### src/rtl/vga_cmd_decoder.sv
// Byte-stream command decoder feeding vgamult: parses framed host commands into
// sprite position/attribute loads, background select and nibble-wide font writes.
module vga_cmd_decoder #(
  parameter int FONT_AW  = 11,
  parameter int SPRITE_W = 5
) (
  input  logic                clk_100,
  input  logic                rst,
  input  logic [7:0]          in_data,
  input  logic                in_valid,
  output logic                in_ready,
  output logic [9:0]          x,
  output logic [8:0]          y,
  output logic [SPRITE_W-1:0] sprite_sel,
  output logic                visable,
  output logic                load_pos,
  output logic                load_att,
  output logic [1:0]          background_sel,
  output logic                bchange_active,
  output logic                fchange_active,
  output logic [FONT_AW-1:0]  fwaddr,
  output logic [3:0]          fwdata,
  output logic                fwenable,
  output logic                busy,
  output logic                err
);

  typedef enum logic [3:0] {
    IDLE, P1, P2, P3, ISSUE, F_AH, F_AL, F_CNT, F_DATA, F_WLO, F_WHI, F_END
  } state_t;

  typedef enum logic [1:0] {CMD_POS, CMD_ATT, CMD_BG} cmd_t;

  state_t               state_q, state_d;
  cmd_t                 cmd_q, cmd_d;
  logic [7:0]           b1_q, b1_d;
  logic [7:0]           xlo_q, xlo_d;
  logic [7:0]           cnt_q, cnt_d;
  logic [3:0]           hi_q, hi_d;
  logic [FONT_AW-1:0]   addr_q, addr_d;
  logic                 in_ready_q, in_ready_d;
  logic [9:0]           x_q, x_d;
  logic [8:0]           y_q, y_d;
  logic [SPRITE_W-1:0]  sprite_q, sprite_d;
  logic                 vis_q, vis_d;
  logic                 load_pos_q, load_pos_d;
  logic                 load_att_q, load_att_d;
  logic [1:0]           bg_q, bg_d;
  logic                 bchg_q, bchg_d;
  logic                 fchg_q, fchg_d;
  logic [FONT_AW-1:0]   fwaddr_q, fwaddr_d;
  logic [3:0]           fwdata_q, fwdata_d;
  logic                 fwen_q, fwen_d;
  logic                 busy_q, busy_d;
  logic                 err_q, err_d;
  logic                 xfer;

  assign xfer = in_valid & in_ready_q;

  always_comb begin
    state_d    = state_q;
    cmd_d      = cmd_q;
    b1_d       = b1_q;
    xlo_d      = xlo_q;
    cnt_d      = cnt_q;
    hi_d       = hi_q;
    addr_d     = addr_q;
    x_d        = x_q;
    y_d        = y_q;
    sprite_d   = sprite_q;
    vis_d      = vis_q;
    bg_d       = bg_q;
    fchg_d     = fchg_q;
    fwaddr_d   = fwaddr_q;
    fwdata_d   = fwdata_q;
    load_pos_d = 1'b0;
    load_att_d = 1'b0;
    bchg_d     = 1'b0;
    fwen_d     = 1'b0;
    err_d      = 1'b0;

    case (state_q)
      IDLE: if (xfer) begin
        case (in_data[3:0])
          4'h1:    begin cmd_d = CMD_POS; state_d = P1; end
          4'h2:    begin cmd_d = CMD_ATT; state_d = P1; end
          4'h3:    begin cmd_d = CMD_BG;  state_d = P1; end
          4'h4:    state_d = F_AH;
          default: err_d = 1'b1;
        endcase
      end
      P1: if (xfer) begin
        case (cmd_q)
          CMD_POS: begin b1_d = in_data; state_d = P2; end
          CMD_ATT: begin
            sprite_d   = in_data[SPRITE_W-1:0];
            vis_d      = in_data[7];
            load_att_d = 1'b1;
            state_d    = ISSUE;
          end
          default: begin
            bg_d    = in_data[1:0];
            bchg_d  = 1'b1;
            state_d = ISSUE;
          end
        endcase
      end
      P2: if (xfer) begin xlo_d = in_data; state_d = P3; end
      // Position fields land together so vgamult never sees a half-updated sprite.
      P3: if (xfer) begin
        sprite_d   = b1_q[SPRITE_W-1:0];
        x_d        = {b1_q[6:5], xlo_q};
        y_d        = {b1_q[7], in_data};
        load_pos_d = 1'b1;
        state_d    = ISSUE;
      end
      ISSUE: state_d = IDLE;
      F_AH: if (xfer) begin
        addr_d[FONT_AW-1:8] = in_data[FONT_AW-9:0];
        state_d = F_AL;
      end
      F_AL: if (xfer) begin addr_d[7:0] = in_data; state_d = F_CNT; end
      F_CNT: if (xfer) begin
        cnt_d = in_data;
        if (in_data != 8'd0) begin
          fchg_d  = 1'b1;
          state_d = F_DATA;
        end else begin
          state_d = F_END;
        end
      end
      F_DATA: if (xfer) begin
        hi_d     = in_data[7:4];
        cnt_d    = cnt_q - 8'd1;
        fwdata_d = in_data[3:0];
        fwaddr_d = addr_q;
        fwen_d   = 1'b1;
        state_d  = F_WLO;
      end
      F_WLO: begin
        fwdata_d = hi_q;
        fwaddr_d = addr_q + FONT_AW'(1);
        fwen_d   = 1'b1;
        addr_d   = addr_q + FONT_AW'(2);
        state_d  = F_WHI;
      end
      F_WHI: begin
        if (cnt_q == 8'd0) begin
          fchg_d  = 1'b0;
          state_d = F_END;
        end else begin
          state_d = F_DATA;
        end
      end
      F_END:   state_d = IDLE;
      default: state_d = IDLE;
    endcase

    // Handshake and busy are registered from the next state so they line up with it.
    in_ready_d = (state_d == IDLE) || (state_d == P1) || (state_d == P2) ||
                 (state_d == P3) || (state_d == F_AH) || (state_d == F_AL) ||
                 (state_d == F_CNT) || (state_d == F_DATA);
    busy_d     = (state_d != IDLE);
  end

  always_ff @(posedge clk_100 or negedge rst) begin
    if (!rst) begin
      state_q    <= IDLE;
      cmd_q      <= CMD_POS;
      b1_q       <= '0;
      xlo_q      <= '0;
      cnt_q      <= '0;
      hi_q       <= '0;
      addr_q     <= '0;
      in_ready_q <= 1'b0;
      x_q        <= '0;
      y_q        <= '0;
      sprite_q   <= '0;
      vis_q      <= 1'b0;
      load_pos_q <= 1'b0;
      load_att_q <= 1'b0;
      bg_q       <= '0;
      bchg_q     <= 1'b0;
      fchg_q     <= 1'b0;
      fwaddr_q   <= '0;
      fwdata_q   <= '0;
      fwen_q     <= 1'b0;
      busy_q     <= 1'b0;
      err_q      <= 1'b0;
    end else begin
      state_q    <= state_d;
      cmd_q      <= cmd_d;
      b1_q       <= b1_d;
      xlo_q      <= xlo_d;
      cnt_q      <= cnt_d;
      hi_q       <= hi_d;
      addr_q     <= addr_d;
      in_ready_q <= in_ready_d;
      x_q        <= x_d;
      y_q        <= y_d;
      sprite_q   <= sprite_d;
      vis_q      <= vis_d;
      load_pos_q <= load_pos_d;
      load_att_q <= load_att_d;
      bg_q       <= bg_d;
      bchg_q     <= bchg_d;
      fchg_q     <= fchg_d;
      fwaddr_q   <= fwaddr_d;
      fwdata_q   <= fwdata_d;
      fwen_q     <= fwen_d;
      busy_q     <= busy_d;
      err_q      <= err_d;
    end
  end

  assign in_ready       = in_ready_q;
  assign x              = x_q;
  assign y              = y_q;
  assign sprite_sel     = sprite_q;
  assign visable        = vis_q;
  assign load_pos       = load_pos_q;
  assign load_att       = load_att_q;
  assign background_sel = bg_q;
  assign bchange_active = bchg_q;
  assign fchange_active = fchg_q;
  assign fwaddr         = fwaddr_q;
  assign fwdata         = fwdata_q;
  assign fwenable       = fwen_q;
  assign busy           = busy_q;
  assign err            = err_q;

endmodule

### config.mk
export PLATFORM = sky130hd
export DESIGN_NAME = vga_cmd_decoder
export DESIGN_NICKNAME = d
export VERILOG_FILES = /design/src/rtl/vga_cmd_decoder.sv
export SDC_FILE = /design/constraint.sdc
export NUM_CORES = 1
export LEC_CHECK = 0
export BUFFER_PORTS_ARGS = -buffer_cell sky130_fd_sc_hd__clkbuf_2
export CAP_MARGIN = 20
export CORE_UTILIZATION = 33
export CTS_CLUSTER_SIZE = 16
export DETAILED_ROUTE_END_ITERATION = 16
export PLACE_DENSITY_LB_ADDON = 0.1
export SLEW_MARGIN = 40
export SYNTH_ARGS = -nofsm -noshare
export SYNTH_HDL_FRONTEND = slang
export SYNTH_SLANG_ARGS = --single-unit
### constraint.sdc
create_clock -name clk_100 -period 2.1 [get_ports clk_100]
set_input_delay 0.63 -clock clk_100 [delete_from_list [all_inputs] [get_ports clk_100]]
set_output_delay 0.63 -clock clk_100 [all_outputs]
set_load 0.005 [all_outputs]
==> flow_summary.toml, run 1 <==
[pwr]
powerDensity_mw_per_mm2 = 1350
power.leakage_nw = 2.39
ir_drop_mv = 0.482

[yosys]
avgSynthCellArea_sq_um = 10.6
synth-edff-count = 0
synth_fp_nets = 426
syn_inst = 411
ys_async_sr_fraction_pct = 100
ys_warn_count = 0
synth_seq_area_share_pct = 54.4
synth_seq_cells = 95
syn_area_sq_mm = 0.00437
synth_cell_types = 52
synthFlopType = "dfrtp_1"

[critical_path]
required_ns = 2.32
worstSetupPathType = "flop to flop"
cp-end-kind = "flop"
start_kind = "flop"
worstRegToRegCells = 5
worstReg2RegEnd = "busy"
crit-reg2reg-launch = "state_q[2]"
crit_arrival_ns = 2.13
r2r_slack_ns = 0.19
crit_fanout = 12

[floorplanning]
initial_core_util_pct = 34.2
core_sq_mm = 0.0128
die_x_microns = 117
num_rows = 41
ios = 61
die_h_microns = 117
dieArea_sq_mm = 0.0137

[global_route]
antenna_found_initial = 0
met1_usage_pct = 23.9
grt_pass1_vias = 3319
grt_use_met3_pct = 3.30
grt.busiest_layer = "met2"
grt_max_degree = 41
met2_usage_pct = 28.4
overflow = 0
grt_util_all_layers_pct = 17.9
grt_pass1_wl_microns = 17800

[timing]
relSlewSlack_pct = 62.7
finalSetupViolCount = 0
maxSlewViolCount = 0
tightest_slew_ns = 0.558
layout_min_cycle_time_ns = 1.91
fmax_mhz = 523
tns_ns = 0
fin_hold_ws_ns = 0.208
rsz0062_at_grt = "false"
fin_crit_sh_pct = 91.1
clock_skew_ns = 0.00701
hold_viol = 0

[cts]
cts-root-buf = "clkbuf_16"
cts_tree = "built"
insertion_delay_ns = 0.35
cts_hold_buf = 0
clock_path_buffers = 2
cts_setup_buffers = 0
clock_sinks = 95
clkSlewWorstSetupHoldPaths_ns = 0.07
cts_buffers = 9
cts-htree-levels = 3

[route]
drc = 0
vias_per_cell = 5.04
ant_nets = 0
first_iter_violations = 156
first_pass_iters = 4
drt_wl_total_microns = 11100
num_vias = 3384
wire_per_inst_microns = 16.5

[layout]
final_cells = 671
layout_common_cells = "dfrtp_1, clkbuf_2, nand2_1"
antenna_cells = 0
drive_gt1_share_pct = 31.1
nNetsFinal = 509
area_growth_pct = 23.1
final_common_cell = "dfrtp_1"
nFillCells = 1270

[placed_design]
dpl.cell_count = 655
place.gp.congestion = 0.789
numPortBuffers = 60
dpl.hpwl_microns = 8100

[hold_path]
hold_class = "input pin to async pin"

[run]
drv_cap = 0

[run_status]
outcome = "complete, no violations"
## cell usage after synthesis (all sizes together) (2+ instances only)
master / n / area (sq um)
a21oi: 27 / 139
o22ai: 5 / 31.3
and3: 3 / 18.8
nand3: 11 / 55.1
nand4: 5 / 31.3
a22oi: 3 / 22.5
nand2b: 3 / 18.8
or4: 2 / 15.0
nor3: 6 / 35.0
nand3b: 2 / 15.0
inv: 6 / 22.5
xor2: 4 / 35.0
ha: 4 / 50.1
a211oi: 2 / 15.0
and2: 3 / 18.8
dfrtp: 95 / 2380
mux2i: 6 / 60.1
o21ai: 23 / 115
nand4b: 2 / 17.5
o311ai: 3 / 26.3
xnor2: 6 / 52.6
nor2b: 6 / 37.5
nor4: 2 / 12.5
nor2: 42 / 160
o211ai: 3 / 22.5
a311oi: 3 / 26.3
clkbuf: 7 / 26.3
buf: 10 / 52.6
and4bb: 3 / 37.5
mux2: 40 / 450
nand2: 51 / 191
a31oi: 9 / 56.3
## repair_timing
item,4_1_cts,5_1_grt
setup endpoints to repair,0,3
hold endpoints to repair,0,0
resized for setup,0,2
## cell families after synthesis
family	Yosys count	synth area share, %
AOI/OAI and AO/OA	87	12.3
xor gates and xnor gates	10	2.00
adders and majority gates	4	1.15
buffers and inverters	23	2.32
DFF	95	54.4
muxes	46	11.7
and+or+nand+nor	146	16.1
## cell type report
cell class / instances / area, sq um / share of cell area, %
clock inverters: 6 / 52.6 / 0.977
well taps: 172 / 215 / 4.00
repair buffers: 89 / 571 / 10.6
multi-input cells: 293 / 1900 / 35.3
inverters: 6 / 22.5 / 0.419
flip-flops and latches: 95 / 2380 / 44.2
clock buffers: 10 / 239 / 4.44
## metal layers
metal | vias to the layer above | part of all wire, %
li1 | 1641 | -
met1 | 1663 | 47
met2 | 67 | 47
met3 | 13 | 3.6
met4 | 0 | 1.9
met5 | - | 0
## sequential cells by signal, indices dropped and copies added, names as in the netlist, 5 cells and up
signal and cells:
sprite_sel 5, b1_q 8, x 10, y 9
addr_q 11, cnt_q 8, xlo_q 8, fwaddr 11
## worst max path at each step
stage	endpoint	slack, ns	cells past startpoint	from
after floorplan	busy	0.22	6	in_valid
after global placement	busy	0.008	6	in_valid
after detailed placement	busy	-0.004	6	in_valid
after CTS	busy	0.11	7	cnt_q[0]
after global routing	sprite_sel[0]	0.04	4	state_q[2]
final	busy	0.19	5	state_q[2]
## worst max-delay path, stage by stage, from the launching register on
cell,delay (ns)
dfrtp_1,0.55
and4bb_2,0.32
and2_1,0.18
o21ai_1,0.10
o221ai_2,0.13
or4_1,0.52
## report_power, final
| part | switching (W) | internal, W | total [W] |
|---|---|---|---|
| clock network | 0.000754 | 0.000857 | 0.00161 |
| registers | 0.000615 | 0.00265 | 0.00326 |
| logic | 0.00111 | 0.00124 | 0.00236 |
## per-stage QoR
step | utilization [%] | total power (W) | instance area [sq um] | worst slack [ns]
2_1_floorplan | - | 0.00468 | 4370 | 0.217
3_3_place_gp | 39.8 | 0.00564 | 5080 | 0.00830
3_5_place_dp | 39.8 | 0.00570 | 5080 | -0.00432
4_1_cts | 42.0 | 0.00734 | 5370 | 0.106
5_1_grt | 42.1 | 0.00781 | 5380 | 0.0440
6_report | 42.1 | 0.00723 | 5380 | 0.186
Power figures use the tool's default switching activity.
==> run 2: changes to the inputs <==
- REMOVE_ABC_BUFFERS: unset -> 1
==> run 2 against run 1 <==
Cell area up 0.44%; sequential cell count unchanged; first-iteration DRC count down 30%; critical endpoint unchanged; clock power up 2%; largest cell class unchanged; non-clock buffer count up 5; largest power group unchanged.
==> flow_summary.toml, run 2 (synthesis results as in run 1) <==
[run_status]
outcome = "complete, no violations"

[cts]
cts_buffers = 9
cts_setup_buffers = 0
cts_hold_buf = 0
clkSlewWorstSetupHoldPaths_ns = 0.07
clock_path_buffers = 2
postCtsResizedCells = 0
insertion_delay_ns = 0.35
cts-root-buf = "clkbuf_16"
cts-htree-levels = 3
cts_tree = "built"
clock_sinks = 95

[critical_path]
cpMaxStageDelayCell = "or4_1"
worstSetupPathType = "flop to flop"
start_kind = "flop"
cp-end-kind = "flop"
crit_arrival_ns = 2.14
crit_family = "simple AND/OR/NAND/NOR gates"
crit_fanout = 4
worstRegToRegCells = 7
critical-path-max-stage-delay_ns = 0.41
critPathBufInv = 1
required_ns = 2.32
path_depth = 7
path_cells = "inv_1 > ha_1 > nor3b_1 > and4_1 > a21oi_1 > nand3b_1 > or4_1"

[timing]
clock_skew_ns = 0.00737
layout_min_cycle_time_ns = 1.92
tns_ns = 0
maxSlewViolCount = 0
hold_viol = 0
fin_hold_ws_ns = 0.222
finalSetupViolCount = 0
fmax_mhz = 520
relSlewSlack_pct = 69.1
rsz0062_at_grt = "false"
fin_crit_sh_pct = 91.5
tightest_slew_ns = 0.463

[pwr]
power.leakage_nw = 2.41
report.power.total_w = 0.00730
powerDensity_mw_per_mm2 = 1350
ir_drop_mv = 0.482

[layout]
stdcell_area_sq_mm = 0.00540
layout_common_cells = "dfrtp_1, clkbuf_2, nand2_1"
antenna_cells = 0
nFillCells = 1281
fin_util_pct = 42.3
final_common_cell = "dfrtp_1"
drive_gt1_share_pct = 31.3
area_growth_pct = 23.6
nNetsFinal = 514

[placed_design]
numPortBuffers = 60
dpl.hpwl_microns = 7960
post_dp_cell_area_sq_mm = 0.00510
place.gp.congestion = 0.845

[route]
wire_per_inst_microns = 16.0
drc = 0
first_iter_violations = 109
first_pass_iters = 4
drt_wl_total_microns = 10800
num_vias = 3374
ant_nets = 0
vias_per_cell = 4.99

[floorplanning]
initial_core_util_pct = 34.2
die_x_microns = 117
num_rows = 41
core_sq_mm = 0.0128
die_h_microns = 117
ios = 61
dieArea_sq_mm = 0.0137

[hold_path]
hold_class = "input pin to async pin"

[run]
drv_cap = 0

[global_route]
overflow = 0
grt_max_degree = 35
grt_pass1_wl_microns = 17800
grt_pass1_vias = 3382
antenna_found_initial = 0
grt_util_all_layers_pct = 17.6
==> run 2: cell count changes in the layout (fill, tap and decap cells not counted), sizes merged <==
cell / before / now
bufinv: 0 / 1
clkinvlp: 1 / 0
clkinv: 2 / 4
clkbuf: 69 / 68
buf: 30 / 35
inv: 9 / 8
==> run 2: power breakdown <==
part           leakage [nW]  switching, W  total [W]  internal (W)
Combinational          1.11       0.00113    0.00240       0.00126
Sequential             1.15      0.000602    0.00325       0.00265
Clock                 0.150      0.000724    0.00165      0.000927
==> run 2: through the flow <==
step,worst slack (ns),std cells
finish,0.178,676
global route,0.0582,676
CTS,0.167,676
detailed placement,0.00796,660
global placement,0.0251,660
floorplan,-0.420,394
==> run 2: final timing paths <==
path | from | to | slack (ns)
setup / recovery | cnt_q[0] | busy | 0.18
hold / removal | rst | addr_q[9] | 0.22
setup reg to reg | cnt_q[0] | busy | 0.18
hold reg to reg | sprite_sel[1] | sprite_sel[1] | 0.48
max in group asynchronous | rst | b1_q[6] | 1.33
min in group clk_100 | sprite_sel[1] | sprite_sel[1] | 0.48
==> run 2: layer usage <==
layer | track usage, % | vias up | part of all wire (%)
met2 | 27.8 | 77 | 45
met4 | 7.85 | 0 | 1.9
met3 | 3.66 | 16 | 3.6
met1 | 23.5 | 1624 | 49
met5 | 0 | - | 0
li1 | - | 1657 | -
==> run 2: cell type report <==
| class | instances | area [sq um] | share of cell area, % |
|---|---|---|---|
| clock inverters | 7 | 71.3 | 1.32 |
| flip-flops and latches | 95 | 2380 | 44.0 |
| clock buffers | 9 | 225 | 4.17 |
| inverters | 6 | 22.5 | 0.417 |
| repair buffers | 94 | 596 | 11.0 |
| multi-input cells | 293 | 1890 | 35.1 |
| well taps | 172 | 215 | 3.99 |
